<file path="src/rtl/cam_capture.sv">
// cam_capture: samples an OV7670-style 8-bit pixel bus and writes RGB565
// pixels (two bytes each) into a frame buffer in raster order. Captures are
// framed on vsync; frame completion is reported with a one-cycle pulse.
//
// Write-port handshake: regwrite is a one-cycle strobe with no back-pressure;
// addr_in/data_in are valid whenever regwrite is high and hold their last
// values otherwise. The frame buffer must accept a write on every strobe.
module cam_capture #(
  parameter int AW    = 17,
  parameter int DW    = 16,
  parameter int IMG_W = 160,
  parameter int IMG_H = 120
) (
  input  logic          clk,
  input  logic          rst,
  input  logic          vsync,
  input  logic          href,
  input  logic [7:0]    px_data,
  input  logic          capture_en,
  output logic [AW-1:0] addr_in,
  output logic [DW-1:0] data_in,
  output logic          regwrite,
  output logic          busy,
  output logic          frame_done,
  output logic [1:0]    state_o
);

  typedef enum logic [1:0] {
    IDLE    = 2'd0,
    WAIT_VS = 2'd1,
    CAPTURE = 2'd2,
    DONE    = 2'd3
  } state_t;

  // One extra counter bit so the count can sit at IMG_W*IMG_H once full.
  localparam logic [AW:0] NPIX = (AW+1)'(IMG_W * IMG_H);
  localparam logic [AW:0] ONE  = (AW+1)'(1);

  state_t          state_q, state_d;
  logic            vsync_q;
  logic            phase_q;
  logic [7:0]      hi_q;
  logic [AW:0]     cnt_q;
  logic [AW-1:0]   addr_q;
  logic [DW-1:0]   data_q;
  logic            regwrite_q;
  logic            busy_q;
  logic            frame_done_q;

  logic            frame_start;
  logic            frame_end;
  logic            take_byte;

  assign frame_start = vsync_q & ~vsync;
  assign frame_end   = ~vsync_q & vsync;
  // A byte that coincides with the frame-end edge is not part of the frame.
  assign take_byte   = (state_q == CAPTURE) && href && !frame_end;

  // Next-state logic for the capture FSM.
  always_comb begin
    state_d = state_q;
    case (state_q)
      IDLE: begin
        if (capture_en) state_d = WAIT_VS;
      end
      WAIT_VS: begin
        if (!capture_en)      state_d = IDLE;
        else if (frame_start) state_d = CAPTURE;
      end
      CAPTURE: begin
        // capture_en is deliberately ignored so a frame is never cut short.
        if (frame_end) state_d = DONE;
      end
      DONE: begin
        state_d = capture_en ? WAIT_VS : IDLE;
      end
      default: state_d = IDLE;
    endcase
  end

  // FSM state register.
  always_ff @(posedge clk or negedge rst) begin
    if (!rst) state_q <= IDLE;
    else      state_q <= state_d;
  end

  // Sync edge detection, byte pairing, pixel addressing and registered outputs.
  always_ff @(posedge clk or negedge rst) begin
    if (!rst) begin
      vsync_q      <= 1'b0;
      phase_q      <= 1'b0;
      hi_q         <= '0;
      cnt_q        <= '0;
      addr_q       <= '0;
      data_q       <= '0;
      regwrite_q   <= 1'b0;
      busy_q       <= 1'b0;
      frame_done_q <= 1'b0;
    end else begin
      vsync_q      <= vsync;
      regwrite_q   <= 1'b0;
      busy_q       <= (state_d == WAIT_VS) || (state_d == CAPTURE);
      // The pulse follows the DONE cycle, two clocks after vsync rises.
      frame_done_q <= (state_q == DONE);
      if ((state_q == WAIT_VS) && (state_d == CAPTURE)) begin
        cnt_q   <= '0;
        phase_q <= 1'b0;
      end else if (take_byte) begin
        if (!phase_q) begin
          hi_q    <= px_data;
          phase_q <= 1'b1;
        end else begin
          phase_q <= 1'b0;
          // Pixels beyond the buffer are dropped; the count saturates.
          if (cnt_q < NPIX) begin
            regwrite_q <= 1'b1;
            addr_q     <= cnt_q[AW-1:0];
            data_q     <= {hi_q, px_data};
            cnt_q      <= cnt_q + ONE;
          end
        end
      end else begin
        // href low (or not capturing) discards any dangling high byte.
        phase_q <= 1'b0;
      end
    end
  end

  assign addr_in    = addr_q;
  assign data_in    = data_q;
  assign regwrite   = regwrite_q;
  assign busy       = busy_q;
  assign frame_done = frame_done_q;
  assign state_o    = state_q;

endmodule

</file>
<file path="config.mk">
export PLATFORM = sky130hd
export DESIGN_NAME = cam_capture
export DESIGN_NICKNAME = d
export VERILOG_FILES = /design/src/rtl/cam_capture.sv
export SDC_FILE = /design/constraint.sdc
export NUM_CORES = 1
export LEC_CHECK = 0
export ABC_AREA = 1
export CAP_MARGIN = 20
export CORE_UTILIZATION = 36
export DETAILED_ROUTE_END_ITERATION = 8
export HOLD_SLACK_MARGIN = 0.02
export PLACE_DENSITY_LB_ADDON = 0.12
export SLEW_MARGIN = 10
export SYNTH_ARGS = -nofsm -noshare
export SYNTH_HDL_FRONTEND = slang
export SYNTH_SLANG_ARGS = --single-unit
</file>
<file path="constraint.sdc">
create_clock -name clk -period 1.5 [get_ports clk]
set_input_delay 0.3 -clock clk [delete_from_list [all_inputs] [get_ports clk]]
set_output_delay 0.3 -clock clk [all_outputs]
set_load 0.02 [all_outputs]
</file>
# After elaboration in Yosys (flattened, before gate mapping)
# Cells that the tools add are included.
# totals
input_bits	13
wordCells	52
ff_bits	66
# op_classes
n_bitwise	6
muxes	17
eq_ne	5
order_cmp	1
add_sub_neg	1
reduce_logical	12
# ops
operator	n
18-bit 2-to-1 mux	4
18-bit by 1-bit adder with 18-bit output (second input constant)	1
18-bit by 15-bit < comparator with 1-bit output (second input constant)	1
1-bit 2-to-1 mux	8
2-bit 2-to-1 mux	4
2-bit one-hot mux with 4 select lines	1
2-bit == test (second input constant)	3
3-bit AND reduction	2
2-bit nonzero test	3
2-bit by 1-bit == test with 1-bit output (second input constant)	2
1-bit inverter	4
4-bit AND reduction	1
1-bit logical AND	3
1-bit AND	2
2-bit logical NOT	1
1-bit logical NOT	1
1-bit logical OR	1

# Longest topological paths before layout
# Gate-level depths: netlist of run 1.
# depth
word_depth	9
ltp_mapped	10
ltp_nobuf	9

# Worst setup path after synthesis of run 1
# Ideal clock, no wire load.
# synth_path
path_kind	reg-to-reg
start	reg state_q[0] (netlist: state_o[0])
end	reg cnt_q[3]
required_ps	1434
path_stages_with_launch	11
t_arrival_ps	1669
synth_period_minus_slack_ps	1735
path_slack_ps	-235
setup_time_ps	66
path_buffers	1
path_cell_list	dfrtp_1 > inv_1 > nor2_1 > nand3_1 > o2111ai_1 > inv_1 > ha_1 > nand2_1 > buf_2 > nand3_1 > nand2_1
# synth_between
elab_chain_len	7
# synth_rtl
element	line	text
start, declared	39	state_t state_q, state_d;
start signal, assigned	84	else state_q <= state_d;
2-bit 2-to-1 mux	68	else if (frame_start) state_d = CAPTURE;
2-bit 2-to-1 mux	67	if (!capture_en) state_d = IDLE;
2-bit one-hot mux with 4 select lines *	62	case (state_q)
named net state_d[0]	39	
2-bit == test *	105	if ((state_q == WAIT_VS) && (state_d == CAPTURE)) begin
1-bit logical AND *	105	
2-bit nonzero test (no source line)	n/a	
3-bit AND reduction (no source line)	n/a	
end signal, assigned	119	cnt_q <= cnt_q + ONE;
end, declared	43	logic [AW:0] cnt_q;
# The timed path passes the listed nets; every way through them passes the cells marked *.
# A chain may end at the register's enable or synchronous reset.

# Worst setup path after layout of run 1
# layout_path
start	reg state_q[0] (netlist: state_o[0])
end	reg cnt_q[2]
# layout_rtl
element	line
2-bit == test, or another cell as far along	62
2-bit one-hot mux with 4 select lines *	62
named net state_d[1]	39
2-bit == test *	105
1-bit logical AND *	105
2-bit nonzero test (no source line)	n/a
3-bit AND reduction (no source line)	n/a
# Marked as above.

==> flow_summary_export.csv, run 1 <==
group,metric,value,unit
power,power_frac_seq,46.1,%
yosys,yosys.area.top_type,"dfrtp_1",
global_routing,grt_pass1_wl,10.60,mm
layout,antenna_cells,0,
routing,vias_per_cell,4.651,
routing,drtIter0Drc,153,
routing,wl_per_cell,12.62,um
power,power_density,1158,nW/um^2
yosys,yosysMostFrequentCell,"nand2_1",
yosys,ys_ff_latch,66,
setup_path,worstSetupEndpointType,"register",
timing,fin_crit_sh,103.9,%
power,p_comb_share,23.4,%
timing,fin_crit,1.559,ns
clock_network,root_buffer,"clkbuf_8",
placement,dp_slack,-0.3821,ns
yosys,synth_commonest_cells,"128 x nand2_1, 66 x dfrtp_1, 35 x inv_1",
routing,vias,2442,
setup_path,cp.arrival,1.79,ns
setup_path,path_max_fanout,5,
setup_path,start_kind,"register",
timing,rsz0062_at_grt,"yes",
power,power.switching,1.440,mW
yosys,synth_area_per_cell,8.497,um^2
clock_network,clkSinkCount,66,
floorplanning,ioPinCount,51,
timing,final_max_slew_viol_count,0,
layout,syn_to_final_growth,39.39,%
power,leakage,2.165,nW
yosys,synthTopCellsByArea,"dfrtp_1 56%, nand2_1 16%, nand3_1 5.3%",
yosys,yosys_warnings,0,
layout,post-route-util,52.34,%
yosys,synth_top_area_share,56.34,%
yosys,synth_cells,345,
run,maxCapViolations,0,
routing,drc,0,
floorplanning,initial_utilization,37.55,%
global_routing,grt_use_total,16.28,%
routing,drt-pass1-iter-count,4,
placement,dpl.hpwl,4.190,mm
placement,routabilityCongestion,0.8654,
yosys,yosysSeqAreaShare,56.34,%
floorplanning,die_area,8508,um^2
global_routing,grt_pass1_vias,2294,
global_routing,gr-total-overflow,0,
clock_network,cts_made_buffers,9,
clock_network,path_clk_slew,0.07,ns
outcome,status,"finished, violations left",
floorplanning,die_w,92.24,um
timing,timing.final.ws_setup,-0.05911,ns
timing,max_freq,641.4,MHz
yosys,synth_edf_count,0,
timing,setup_viol,15,
layout,drive_gt1_share,21.99,%
floorplanning,row_count,32,
timing,tightest_slew,0.3620,ns
yosys,synthArstFlopShare,100.0,%
yosys,synth.distinct_cells,21,
clock_network,clkLatencyLatePin,0.34,ns
routing,routed_wl,6.625,mm
yosys,syn_area,2932,um^2
global_routing,grt_max_degree,67,
floorplanning,coreArea,7807,um^2
routing,ant_nets,0,
min_path,hold_class,"in -> reg",
power,intPower,3.291,mW
power,switching_share,30.44,%
setup_path,required,1.74,ns
floorplanning,die_y,92.24,um
yosys,syn_nets,360,
outcome,violations,"setup timing",
layout,fin_nets,433,
global_routing,antenna_found_initial,0,
timing,clock_skew,0.006449,ns
power,vdd_drop_max,0.9127,mV
power,clkPwrFrac,30.5,%
clock_network,tritoncts,"built",
timing,hold_viol,0,
yosys,ys.flop_type,"dfrtp_1",
clock_network,clock_path_buffers,2,
timing,relSlewSlack,75.86,%
setup_path,criticalPathCategory,"reg -> reg",
clock_network,h-tree-depth,3,
placement,io_buffers,50,
==> metrics by stage <==
| stage | setup TNS, ns | area, um^2 | total power [mW] | hold slack, ns | instances |
|---|---|---|---|---|---|
| 2_1_floorplan | 0 | 2959 | 2.728 | 0.004409 | 345 |
| 3_3_place_gp | -12.35 | 3694 | 3.157 | 0.3523 | 501 |
| 3_5_place_dp | -15.23 | 3694 | 3.180 | 0.3520 | 501 |
| 4_1_cts | -0.2625 | 3842 | 4.562 | 0.4399 | 518 |
| 5_1_grt | -3.095 | 4086 | 4.987 | 0.1284 | 525 |
| 6_report | -0.5638 | 4086 | 4.732 | 0.1257 | 525 |
==> cells in the final DEF (no fill, tap or decap) <==
cell	count
clkbuf_1	2
dfrtp_2	3
dlygate4sd3_1	1
nor2_1	19
ha_4	1
nor2_2	6
o21ai_0	2
nand3_1	16
o21ai_1	18
nand3_2	15
clkbuf_8	9
nand3b_1	1
dlygate4sd2_1	38
clkinv_2	2
clkinvlp_4	2
dlymetal6s2s_1	1
clkbuf_16	2
dfrtp_1	63
inv_2	6
buf_2	1
o2111ai_4	1
clkdlybuf4s50_1	10
nand4_1	4
nand2_4	3
nor2_4	2
nand2_2	5
inv_4	1
o21ai_2	10
bufinv_16	1
inv_1	30
buf_6	1
buf_12	7
xor2_1	2
buf_4	14
or2_1	1
ha_1	1
nand2_1	121
nand2_8	1
==> power by group through the flow <==
stage	Clock (mW)	Sequential, mW	Combinational, mW
after floorplan	0	2.33	0.403
after global placement	0	2.20	0.958
after detailed placement	0	2.20	0.978
after CTS	1.49	2.17	0.902
after global routing	1.56	2.21	1.21
final	1.44	2.18	1.11
==> kinds of logic (layout without fill, tap and decap cells) <==
| family | after synthesis | count (layout) | share of synthesized area [%] |
|---|---|---|---|
| xor+xnor | 2 | 2 | 0.5976 |
| fa+ha+maj | 2 | 2 | 0.8535 |
| buf+inv | 50 | 128 | 8.067 |
| compound gates | 31 | 31 | 6.573 |
| flops | 66 | 66 | 56.34 |
| simple gates | 194 | 194 | 27.57 |
==> state kept, by name (all words and copies together), names as in the netlist <==
signal	flops
phase_q	1
cnt_q	18
vsync_q	1
data_in	16
regwrite	1
frame_done	1
addr_in	17
state_o	2
hi_q	8
busy	1
==> metal layers <==
metal,wire length [um],GRT usage [%]
met1,3068,20.73
met2,3164,26.12
met3,304,4.063
met4,89,7.292
met5,0,0
==> repair_timing <==
action	4_1_cts	5_1_grt
hold buffers	1	0
setup endpoints to repair	53	31
gates cloned	0	3
buffers inserted	0	4
resized for setup	38	37
hold endpoints to repair	66	0
pin swaps	0	21
==> critical path, stage by stage (launching register included) <==
cell and delay (ns):
dfrtp_2 0.42, inv_4 0.06, nor2_4 0.12, nand2_1 0.07, o21ai_2 0.22, ha_4 0.20, nand2_8 0.07, clkbuf_16 0.16
nand3_2 0.06, nand2_1 0.05
==> final cells by class <==
cell class | count | area (um^2)
inverters | 37 | 141.4
well taps | 102 | 127.6
clock buffers | 11 | 131.4
clock inverters | 5 | 55.05
multi-input cells | 229 | 1209
fillers | 777 | 3721
flip-flops and latches | 66 | 1655
repair buffers | 75 | 767.0
==> worst paths after layout <==
kind                             from    endpoint  slack (ns)  cells after the start
min reg2reg                   hi_q[0]  data_in[8]        0.47                      2
min in group asynchronous         rst    cnt_q[5]        0.50                      3
min                             vsync     vsync_q        0.13                      1
max in group asynchronous         rst   cnt_q[11]        0.67                      3
max reg2reg                state_o[0]    cnt_q[2]       -0.06                      9
max                        state_o[0]    cnt_q[2]       -0.06                      9
Power figures use the tool's default switching activity.
==> inputs of run 2 (changes only) <==
--- a/config.mk
+++ b/config.mk
@@ -11,7 +11,7 @@
 export DETAILED_ROUTE_END_ITERATION = 8
 export HOLD_SLACK_MARGIN = 0.02
 export PLACE_DENSITY_LB_ADDON = 0.12
-export SLEW_MARGIN = 10
+export SLEW_MARGIN = 20
 export SYNTH_ARGS = -nofsm -noshare
 export SYNTH_HDL_FRONTEND = slang
 export SYNTH_SLANG_ARGS = --single-unit
==> results of run 2 <==
Same layout as run 1: the final DEF is identical, and so are final timing and power.
==> inputs of run 3 (changes only) <==
--- a/config.mk
+++ b/config.mk
@@ -7,6 +7,7 @@
 export LEC_CHECK = 0
 export ABC_AREA = 1
 export CAP_MARGIN = 20
+export CORE_ASPECT_RATIO = 1.25
 export CORE_UTILIZATION = 36
 export DETAILED_ROUTE_END_ITERATION = 8
 export HOLD_SLACK_MARGIN = 0.02
==> flow_summary_export.csv, run 3 (synthesis results as in run 1) <==
group,metric,value,unit
outcome,violations,"setup timing",
outcome,status,"finished, violations left",
clock_network,clkSinkCount,66,
timing,fin_crit_sh,101.3,%
setup_path,reg2reg_setup_slack,-0.02,ns
power,power_frac_seq,45.9,%
timing,tightest_slew,0.3795,ns
global_routing,gr-total-overflow,0,
min_path,min_to,"vsync_q",
placement,dpl.hpwl,4.015,mm
layout,antenna_cells,0,
setup_path,start_kind,"register",
timing,rsz0062_at_grt,"yes",
timing,timing.final.ws_setup,-0.01910,ns
placement,io_buffers,50,
floorplanning,row_count,36,
layout,drive_gt1_share,16.07,%
power,switching_share,29.25,%
power,total_power,4.723,mW
routing,wl_per_cell,11.98,um
routing,routed_wl,6.135,mm
layout,regMostFlops,"cnt_q",
clock_network,tritoncts,"built",
floorplanning,ioPinCount,51,
layout,fin_nets,427,
min_path,hold_start,"vsync",
clock_network,clkLatencyLatePin,0.34,ns
routing,drc,0,
routing,vias,2382,
power,p_comb_share,21.7,%
setup_path,reg2reg_depth,9,
floorplanning,initial_utilization,37.40,%
floorplanning,die_area,8510,um^2
global_routing,grt_pass1_wl,10.59,mm
floorplanning,die_w,82.71,um
setup_path,worstSetupEndpointType,"register",
layout,largest_reg_flops,18,
setup_path,criticalPathCategory,"reg -> reg",
placement,routabilityCongestion,0.8163,
floorplanning,die_y,102.9,um
setup_path,startpoint,"state_o[0]",
global_routing,grt_max_degree,67,
clock_network,cts_made_buffers,9,
min_path,hold_class,"in -> reg",
setup_path,r2r_end,"cnt_q[9]",
timing,clock_skew,0.008932,ns
layout,final_common_cell,"nand2_1",
setup_path,cp.arrival,1.75,ns
floorplanning,coreArea,7838,um^2
timing,fin_crit,1.519,ns
global_routing,grt_use_total,16.66,%
power,intPower,3.342,mW
routing,drtIter0Drc,167,
min_path,hold_depth,1,
layout,post-route-util,50.02,%
clock_network,path_clk_slew,0.07,ns
clock_network,h-tree-depth,3,
power,power_density,1205,nW/um^2
power,power.switching,1.382,mW
clock_network,clock_path_buffers,2,
routing,drt-pass1-iter-count,4,
global_routing,grt_pass1_vias,2337,
timing,setup_viol,6,
setup_path,reg2reg_from,"state_o[0]",
run,maxCapViolations,0,
setup_path,required,1.73,ns
routing,ant_nets,0,
layout,mostFrequentLayoutCells,"123 x nand2_1, 64 x dfrtp_1, 38 x dlygate4sd2_1",
power,vdd_drop_max,0.6810,mV
routing,vias_per_cell,4.652,
global_routing,antenna_found_initial,0,
clock_network,root_buffer,"clkbuf_8",
timing,relSlewSlack,74.70,%
power,leakage,2.123,nW
timing,hold_viol,0,
layout,syn_to_final_growth,33.72,%
setup_path,path_max_fanout,9,
timing,final_max_slew_viol_count,0,
power,clkPwrFrac,32.4,%
timing,max_freq,658.3,MHz
-- run 3: cell types whose count changed in the layout (fill, tap and decap cells not counted), sizes merged --
| cell | delta |
|---|---|
| buf | -5 |
| clkdlybuf4s50 | +1 |
| clkinv | -1 |
| dlymetal6s2s | -1 |
-- run 3: power groups by stage --
| stage | Combinational [mW] | Sequential (mW) | Clock, mW |
|---|---|---|---|
| 2_1_floorplan | 0.403 | 2.33 | 0 |
| 3_3_place_gp | 0.937 | 2.19 | 0 |
| 6_report | 1.02 | 2.17 | 1.53 |
| 4_1_cts | 0.901 | 2.16 | 1.59 |
| 5_1_grt | 1.13 | 2.21 | 1.65 |
| 3_5_place_dp | 0.957 | 2.20 | 0 |
-- run 3: what timing repair did --
action,in CTS,in global routing
setup endpoints to repair,53,25
gates cloned,0,1
hold endpoints to repair,66,0
hold buffers,1,0
pin swaps,0,5
buffers inserted,1,2
resized for setup,39,14
-- run 3: cell type report --
cell class	instances	area, um^2
Multi-Input combinational cell	229	1120
Timing Repair Buffer	69	680.7
Sequential cell	66	1654
Clock buffer	12	155.1
Clock inverter	4	50.05
Inverter	37	141.4
Fill cell	788	3918
Tap cell	95	118.9
-- run 3: worst max path at each step --
| stage | to | slack [ns] |
|---|---|---|
| finish | cnt_q[9] | -0.02 |
| global placement | cnt_q[11] | -0.29 |
| floorplan | cnt_q[3] | 0.0007 |
| global route | cnt_q[3] | -0.12 |
| CTS | cnt_q[12] | -0.0004 |
| detailed placement | cnt_q[13] | -0.38 |
-- run 3: per-layer routing --
metal  up-vias  track usage [%]  share of wire (%)
li1       1213                -                  -
met2        41            26.04                 47
met1      1118            21.56                 48
met4         0            9.151                2.3
met3        10            3.186                2.9
met5         -                0                  0
-- run 3: critical path, cell delays in order, from the launching register on --
cell and delay, ns:
dfrtp_2 0.42, inv_4 0.06, nor2_4 0.13, nand2_2 0.08, o21ai_4 0.20, ha_4 0.16, nand2_4 0.07, clkbuf_16 0.17
nand3_1 0.08, nand2_1 0.05
-- run 3: metrics by stage --
step	setup TNS [ns]	instance area (um^2)	std cells	setup WS, ns	hold WS (ns)
CTS	-0.0004585	3815	509	-0.0004119	0.4430
floorplan	0	2959	345	0.0007347	0.004409
global route	-1.787	3920	512	-0.1150	0.4588
global placement	-13.22	3637	491	-0.2949	0.3525
finish	-0.06938	3920	512	-0.01910	0.4544
detailed placement	-15.45	3637	491	-0.3775	0.3464
